File: src/rtl/ifu_fetch.sv
// Instruction fetch stage: owns the PC, issues one imem request at a time,
// and presents {addr, inst} to IF/ID with a valid/ready handshake. Redirects
// from later stages replace the PC. A fetch already accepted by memory is
// marked for discard so that its stale response never reaches IF/ID.
module ifu_fetch #(
    parameter int unsigned           XLEN     = 64,
    parameter int unsigned           INST_LEN = 32,
    parameter logic [XLEN-1:0]       RESET_PC = 64'h0000_0000_8000_0000,
    parameter logic [INST_LEN-1:0]   INST_NOP = 32'h0000_0013
) (
    input  logic                clk,
    input  logic                rst,
    input  logic                redirect_valid,
    input  logic [XLEN-1:0]     redirect_pc,
    output logic                imem_req_valid,
    input  logic                imem_req_ready,
    output logic [XLEN-1:0]     imem_req_addr,
    input  logic                imem_resp_valid,
    input  logic [INST_LEN-1:0] imem_resp_data,
    input  logic                imem_resp_err,
    output logic                o_valid,
    input  logic                o_ready,
    output logic [XLEN-1:0]     o_inst_addr,
    output logic [INST_LEN-1:0] o_inst_data,
    output logic                o_fault
);

    localparam logic [1:0] S_IDLE = 2'd0;
    localparam logic [1:0] S_REQ  = 2'd1;
    localparam logic [1:0] S_WAIT = 2'd2;
    localparam logic [1:0] S_OUT  = 2'd3;

    localparam logic [XLEN-1:0] PC_STEP = XLEN'(4);

    logic [1:0]          r_state;
    logic [XLEN-1:0]     r_pc;
    logic                r_drop;
    logic                r_req_valid;
    logic                r_valid;
    logic [XLEN-1:0]     r_inst_addr;
    logic [INST_LEN-1:0] r_inst_data;
    logic                r_fault;

    logic [1:0]          w_state_nxt;
    logic [XLEN-1:0]     w_pc_nxt;
    logic                w_drop_nxt;
    logic                w_capture;

    // Next-state, next-PC and discard-flag decode; redirect wins over all.
    always_comb begin
        w_state_nxt = r_state;
        w_pc_nxt    = r_pc;
        w_drop_nxt  = r_drop;
        w_capture   = 1'b0;
        case (r_state)
            S_IDLE: begin
                w_state_nxt = S_REQ;
                if (redirect_valid) begin
                    w_pc_nxt = redirect_pc;
                end
            end
            S_REQ: begin
                if (redirect_valid) begin
                    w_pc_nxt = redirect_pc;
                end
                if (imem_req_ready) begin
                    // An accepted request under redirect is already stale.
                    w_state_nxt = S_WAIT;
                    w_drop_nxt  = redirect_valid;
                end
            end
            S_WAIT: begin
                if (redirect_valid) begin
                    w_pc_nxt = redirect_pc;
                    if (imem_resp_valid) begin
                        // Outstanding response retires now; nothing left to drop.
                        w_drop_nxt  = 1'b0;
                        w_state_nxt = S_REQ;
                    end else begin
                        w_drop_nxt = 1'b1;
                    end
                end else if (imem_resp_valid) begin
                    if (r_drop) begin
                        w_drop_nxt  = 1'b0;
                        w_state_nxt = S_REQ;
                    end else begin
                        w_capture   = 1'b1;
                        w_state_nxt = S_OUT;
                    end
                end
            end
            S_OUT: begin
                if (redirect_valid) begin
                    w_pc_nxt    = redirect_pc;
                    w_state_nxt = S_REQ;
                end else if (o_ready) begin
                    w_pc_nxt    = r_pc + PC_STEP;
                    w_state_nxt = S_REQ;
                end
            end
            default: begin
                w_state_nxt = S_IDLE;
            end
        endcase
    end

    // State, PC and registered outputs; responses outside WAIT are ignored.
    always_ff @(posedge clk) begin
        if (rst) begin
            r_state     <= S_IDLE;
            r_pc        <= RESET_PC;
            r_drop      <= 1'b0;
            r_req_valid <= 1'b0;
            r_valid     <= 1'b0;
            r_inst_addr <= '0;
            r_inst_data <= INST_NOP;
            r_fault     <= 1'b0;
        end else begin
            r_state     <= w_state_nxt;
            r_pc        <= w_pc_nxt;
            r_drop      <= w_drop_nxt;
            r_req_valid <= (w_state_nxt == S_REQ);
            r_valid     <= (w_state_nxt == S_OUT);
            if (w_capture) begin
                r_inst_addr <= r_pc;
                r_inst_data <= imem_resp_err ? INST_NOP : imem_resp_data;
                r_fault     <= imem_resp_err;
            end
        end
    end

    assign imem_req_valid = r_req_valid;
    assign imem_req_addr  = r_pc;
    assign o_valid        = r_valid;
    assign o_inst_addr    = r_inst_addr;
    assign o_inst_data    = r_inst_data;
    assign o_fault        = r_fault;

endmodule

File: config.mk
export PLATFORM = sky130hd
export DESIGN_NAME = ifu_fetch
export DESIGN_NICKNAME = d
export VERILOG_FILES = /design/src/rtl/ifu_fetch.sv
export SDC_FILE = /design/constraint.sdc
export NUM_CORES = 1
export LEC_CHECK = 0
export ABC_CLOCK_PERIOD_IN_PS = 1900
export BUFFER_PORTS_ARGS = -buffer_cell sky130_fd_sc_hd__buf_2
export CAP_MARGIN = 5
export CORE_MARGIN = 8
export CORE_UTILIZATION = 46
export DETAILED_ROUTE_END_ITERATION = 16
export GPL_TIMING_DRIVEN = 1
export PLACE_DENSITY = 0.77
export SYNTH_ARGS = -nofsm -noshare
export SYNTH_HDL_FRONTEND = slang
export SYNTH_SLANG_ARGS = --single-unit
export TNS_END_PERCENT = 1
File: constraint.sdc
create_clock -name clk -period 1.9 [get_ports clk]
set_input_delay 0.19 -clock clk [delete_from_list [all_inputs] [get_ports clk]]
set_output_delay 0.19 -clock clk [all_outputs]
set_load 0.01 [all_outputs]
# [Word level (Yosys, flattened, before mapping)]
# Cells that the tools add are included.
[word_totals] latch_bits=0 out_inout_bits=163 word_cells=45 mem_count=0 register_bits=166 inputBits=103 mem_bits_rw=0 romBits=0
[classes] n_mul=0 n_shift=0 n_bitwise=0 n_addsub=1 div_mod_pow=0 n_mux=22 magnitude_cmp=0 n_reduce_logical=5 n_eq_ne=9
[op_table] operator="$mux W64" n=3
[op_table] operator="$pmux W64 S2" n=1
[op_table] operator="$add A64 B3 Y64 const B" n=1
[op_table] operator="$mux W32" n=1
[op_table] operator="$mux W2" n=7
[op_table] operator="$mux W1" n=8
[op_table] operator="$pmux W2 S4" n=1
[op_table] operator="$eq A2 B2 Y1 const B" n=3
[op_table] operator="$ne A3 B3 Y1 const B" n=2
[op_table] operator="$eq A2 B1 Y1 const B" n=2
[op_table] operator="$reduce_and A3 Y1" n=1
[op_table] operator="$reduce_or A3 Y1" n=1
[op_table] operator="$logic_not A2 Y1" n=1
[op_table] operator="$ne A2 B1 Y1 const B" n=1
[op_table] operator="$ne A2 B2 Y1 const B" n=1
[op_table] operator="$pmux W1 S2" n=1
[op_table] operator="$reduce_and A2 Y1" n=1
[op_table] operator="$reduce_bool A2 Y1" n=1

# [Longest topological paths before layout]
[logic_depth] ltp_word=5 depth_mapped=7 ltp_nobuf=6

# [Worst setup path before layout]
# OpenSTA, ideal clock, no wires.
[synth_timing] path_kind="register to register" start="register r_pc[2] (netlist: imem_req_addr[2])" end="register r_pc[52] (netlist: imem_req_addr[52])" synth_period_minus_slack_ns=2.207 required_time_ns=1.809 setup_ns=0.091 stages_incl_launch_ff=7 path_slack_ns=-0.307 arrival_ns=2.116 n_path_buf=0 cell_sequence="dfxtp_1 -> ha_1 -> nand4_1 -> nor4_2 -> nand4_2 -> or4_1 -> a311oi_1"
[synth_between] elab_chain_len=4
[synth_rtl] item="start, declared" line_no="36" text="logic [XLEN-1:0] r_pc;"
[synth_rtl] item="start signal, assigned" line_no="120" text="r_pc <= w_pc_nxt;"
[synth_rtl] item="$add A64 B3 Y64" line_no="97" text="w_pc_nxt = r_pc + PC_STEP;"
[synth_rtl] item="$mux W64" line_no="96" text="end else if (o_ready) begin"
[synth_rtl] item="$mux W64" line_no="93" text="if (redirect_valid) begin"
[synth_rtl] item="$pmux W64 S2" line_no="55" text="case (r_state)"
# No other way between the ends. The select of a mux whose other input is x is not followed.
# A chain may end at the register's enable or synchronous reset.

# [Worst setup path after layout]
[layout_timing] start="register r_pc[2] (netlist: imem_req_addr[2])" end="register r_pc[48] (netlist: imem_req_addr[48])"
# The elaborated chain is that of the path after synthesis.

==> flow_summary.toml <==
[yosys]
synthCells = 983
ys_async_sr_fraction_pct = 0
synth_enable_flop_cells = 0
netlist.area_leader.share_pct = 43.2
synth_ff_type = "dfxtp_1"
ys_ff_latch = 166
synth_most_common_cell = "nand2_1"
synth_area_leaders = "dfxtp_1, nand2_1, a21oi_1"
syn-cell-area_um2 = 7690
ys_top_cells_by_count = "nand2_1, dfxtp_1, a21oi_1, nor2_1, clkbuf_1"
synth_largest_area_cell = "dfxtp_1"
synth_warnings = 0
yosysSeqAreaShare_pct = 43.2
syn_avg_cell_area_um2 = 7.83
netlist-cell-type-count = 61
syn_nets = 1087

[clocking]
cts-root-buf = "clkbuf_16"
cts_buffer_depth = 2
cts.clk_slew.worst_paths_ns = 0.07
clock-sinks = 166
htree_levels = 4
cts_tree = "built"
clk_latency_ns = 0.44
numCtsBuffers = 17

[grt]
grt_pass1_vias = 9053
grt.total_usage_pct = 27.1
grt_max_degree = 59
antenna_found_initial = 4
globalRouteOverflowTotal = 0
grt_pass1_wl_mm = 47.0

[die]
die_h_um = 145
coreArea_um2 = 16500
rows = 47
die_w_um = 145
die_area_um2 = 21100
io_pins = 266
start_util_pct = 46.7

[final_layout]
drive_gt1_share_pct = 39.6
finalNonFillerCells = 1598
final_cell_area_um2 = 11400
nNetsFinal = 1465
area_growth_pct = 48.1

[routing]
routed_wl_mm = 30.0
first_pass_iters = 6
first_iter_violations = 778
via_per_inst = 5.68
drcViolationCount = 0
ant_nets = 0
vias = 9077
wire_per_inst_um = 18.8

[sta]
fin_worst_skew_ns = 0.0114
setup_viol = 21
slew_headroom_pct = 59.3
finalHoldViolCount = 0
setup_slack_ns = -0.120
max_freq_ghz = 0.495
tightest_slew_ns = 0.610
holdWs_ns = 0.00544
rsz0062_at_grt = "true"
finalCritPeriodShare_pct = 106
period_minus_slack_ns = 2.02
drv_slew = 0
fin_tns_setup_ns = -1.35

[status]
status = "finished, violations left"
violations = "setup timing"

[placed_design]
dp_cells = 1548
placed_area_um2 = 10400
dpl.hpwl_mm = 21.6
io_buffers = 265
routabilityCongestion = 0.930

[power]
peakVddDrop_mv = 0.642
switching_share_pct = 26.8
leakagePower_nw = 4.84
combPwrFrac_pct = 12.4
seq_power_share_pct = 44.4
p_int_w = 0.00610
clock_power_share_pct = 43.2
p_sw_w = 0.00223
p_total_w = 0.00833
power_density_nw_per_um2 = 731

[run]
maxCapViolations = 0

[critical_path]
critPathMaxStageDelay_ns = 0.49
cp_data_required_time_ns = 2.23
worstPathCellList = "ha_4, nand4_1, nor4_4, buf_4, nand3_4, or4_4, a311oi_2"
end_kind = "register"
cp_max_fo = 4
r2r_slack_ns = -0.12
cp-start-kind = "register"
crit_type = "register to register"
cp_slowest_cell = "or4_4"
crit_arrival_ns = 2.36

[worst_hold_path]
hold_class = "input port to register"
==> cell families (layout without fill, tap and decap cells) <==
family                   Yosys count  count (layout)  synth area share [%]
multiplexers                       8               8                  1.06
flip-flops                       166             166                  43.2
buffers and inverters             94             485                  4.88
XOR/XNOR                          11              11                  1.25
other                              0               4                     0
AND/OR/NAND/NOR                  483             483                  31.4
AO/OA/AOI/OAI                    220             220                  18.0
adder cells (fa/ha/maj)            1               1                 0.163
==> metrics by stage <==
stage               setup WS (ns)  utilization (%)
finish                     -0.120             69.2
global placement           -0.106             63.1
detailed placement         -0.156             63.1
floorplan                 -0.0199                -
global route               -0.239             69.2
CTS                        -0.185             67.9
==> placed cells by master, fill, tap and decap left out, types with 19 or more instances in the layout <==
master	n
buf_4	148
o21ai_0	21
buf_2	264
a21oi_1	110
nand3b_1	30
dfxtp_1	144
nand3_1	35
nor2_1	76
nand4_1	24
dfxtp_2	19
nor3_1	19
nand2_1	199
==> critical path, delay by kind of cell, from the launching register on <==
kind	cells	cell delay, ns
and+or+nand+nor	4	1.01
DFF	1	0.36
AOI/OAI and AO/OA	1	0.24
buffers and inverters	1	0.17
adders and majority gates	1	0.14
==> sequential cells by signal, indices dropped and copies added, names as in the netlist <==
signal and count:
imem_req_addr 64, o_inst_addr 64, o_valid 1, o_fault 1
imem_req_valid 1, o_inst_data 32, r_drop 1, r_state 2
==> power groups by stage <==
stage	Sequential (W)	Clock, W	Combinational [W]
floorplan	0.00385	0	0.000359
global placement	0.00377	0	0.000959
detailed placement	0.00378	0	0.000972
CTS	0.00370	0.00363	0.000997
global route	0.00372	0.00377	0.00110
finish	0.00370	0.00360	0.00103
==> area by class of cell <==
class | count | area (um^2)
Sequential cell | 166 | 3360
Antenna cell | 4 | 10.0
Clock inverter | 14 | 160
Inverter | 19 | 71.3
Clock buffer | 18 | 450
Timing Repair Buffer | 434 | 2750
Fill cell | 1365 | 5070
Tap cell | 220 | 275
Multi-Input combinational cell | 723 | 4310
==> path summary, 6_finish.rpt <==
path | start | endpoint | cells after the start
setup reg to reg | imem_req_addr[2] | imem_req_addr[48] | 7
setup / recovery | imem_req_addr[2] | imem_req_addr[48] | 7
hold / removal | redirect_pc[1] | imem_req_addr[1] | 3
hold reg to reg | o_inst_data[18] | o_inst_data[18] | 2
==> layer usage <==
| metal | vias up | global-route usage, % | wire, um | part of all wire [%] |
|---|---|---|---|---|
| met5 | - | 0 | 0 | 0 |
| li1 | 4307 | - | - | - |
| met1 | 4238 | 32.1 | 12000 | 40 |
| met4 | 0 | 12.7 | 1110 | 3.7 |
| met2 | 448 | 45.4 | 14300 | 48 |
| met3 | 84 | 6.78 | 2580 | 8.6 |
==> timing repair <==
action                                  CTS  global route
setup buffers                             5             4
hold buffers                              5             0
gates resized for setup                  20            41
endpoints found under the setup margin   21            71
hold endpoints to repair                  5             0
pin swaps                                23            20
(Power assumes the default switching activity.)
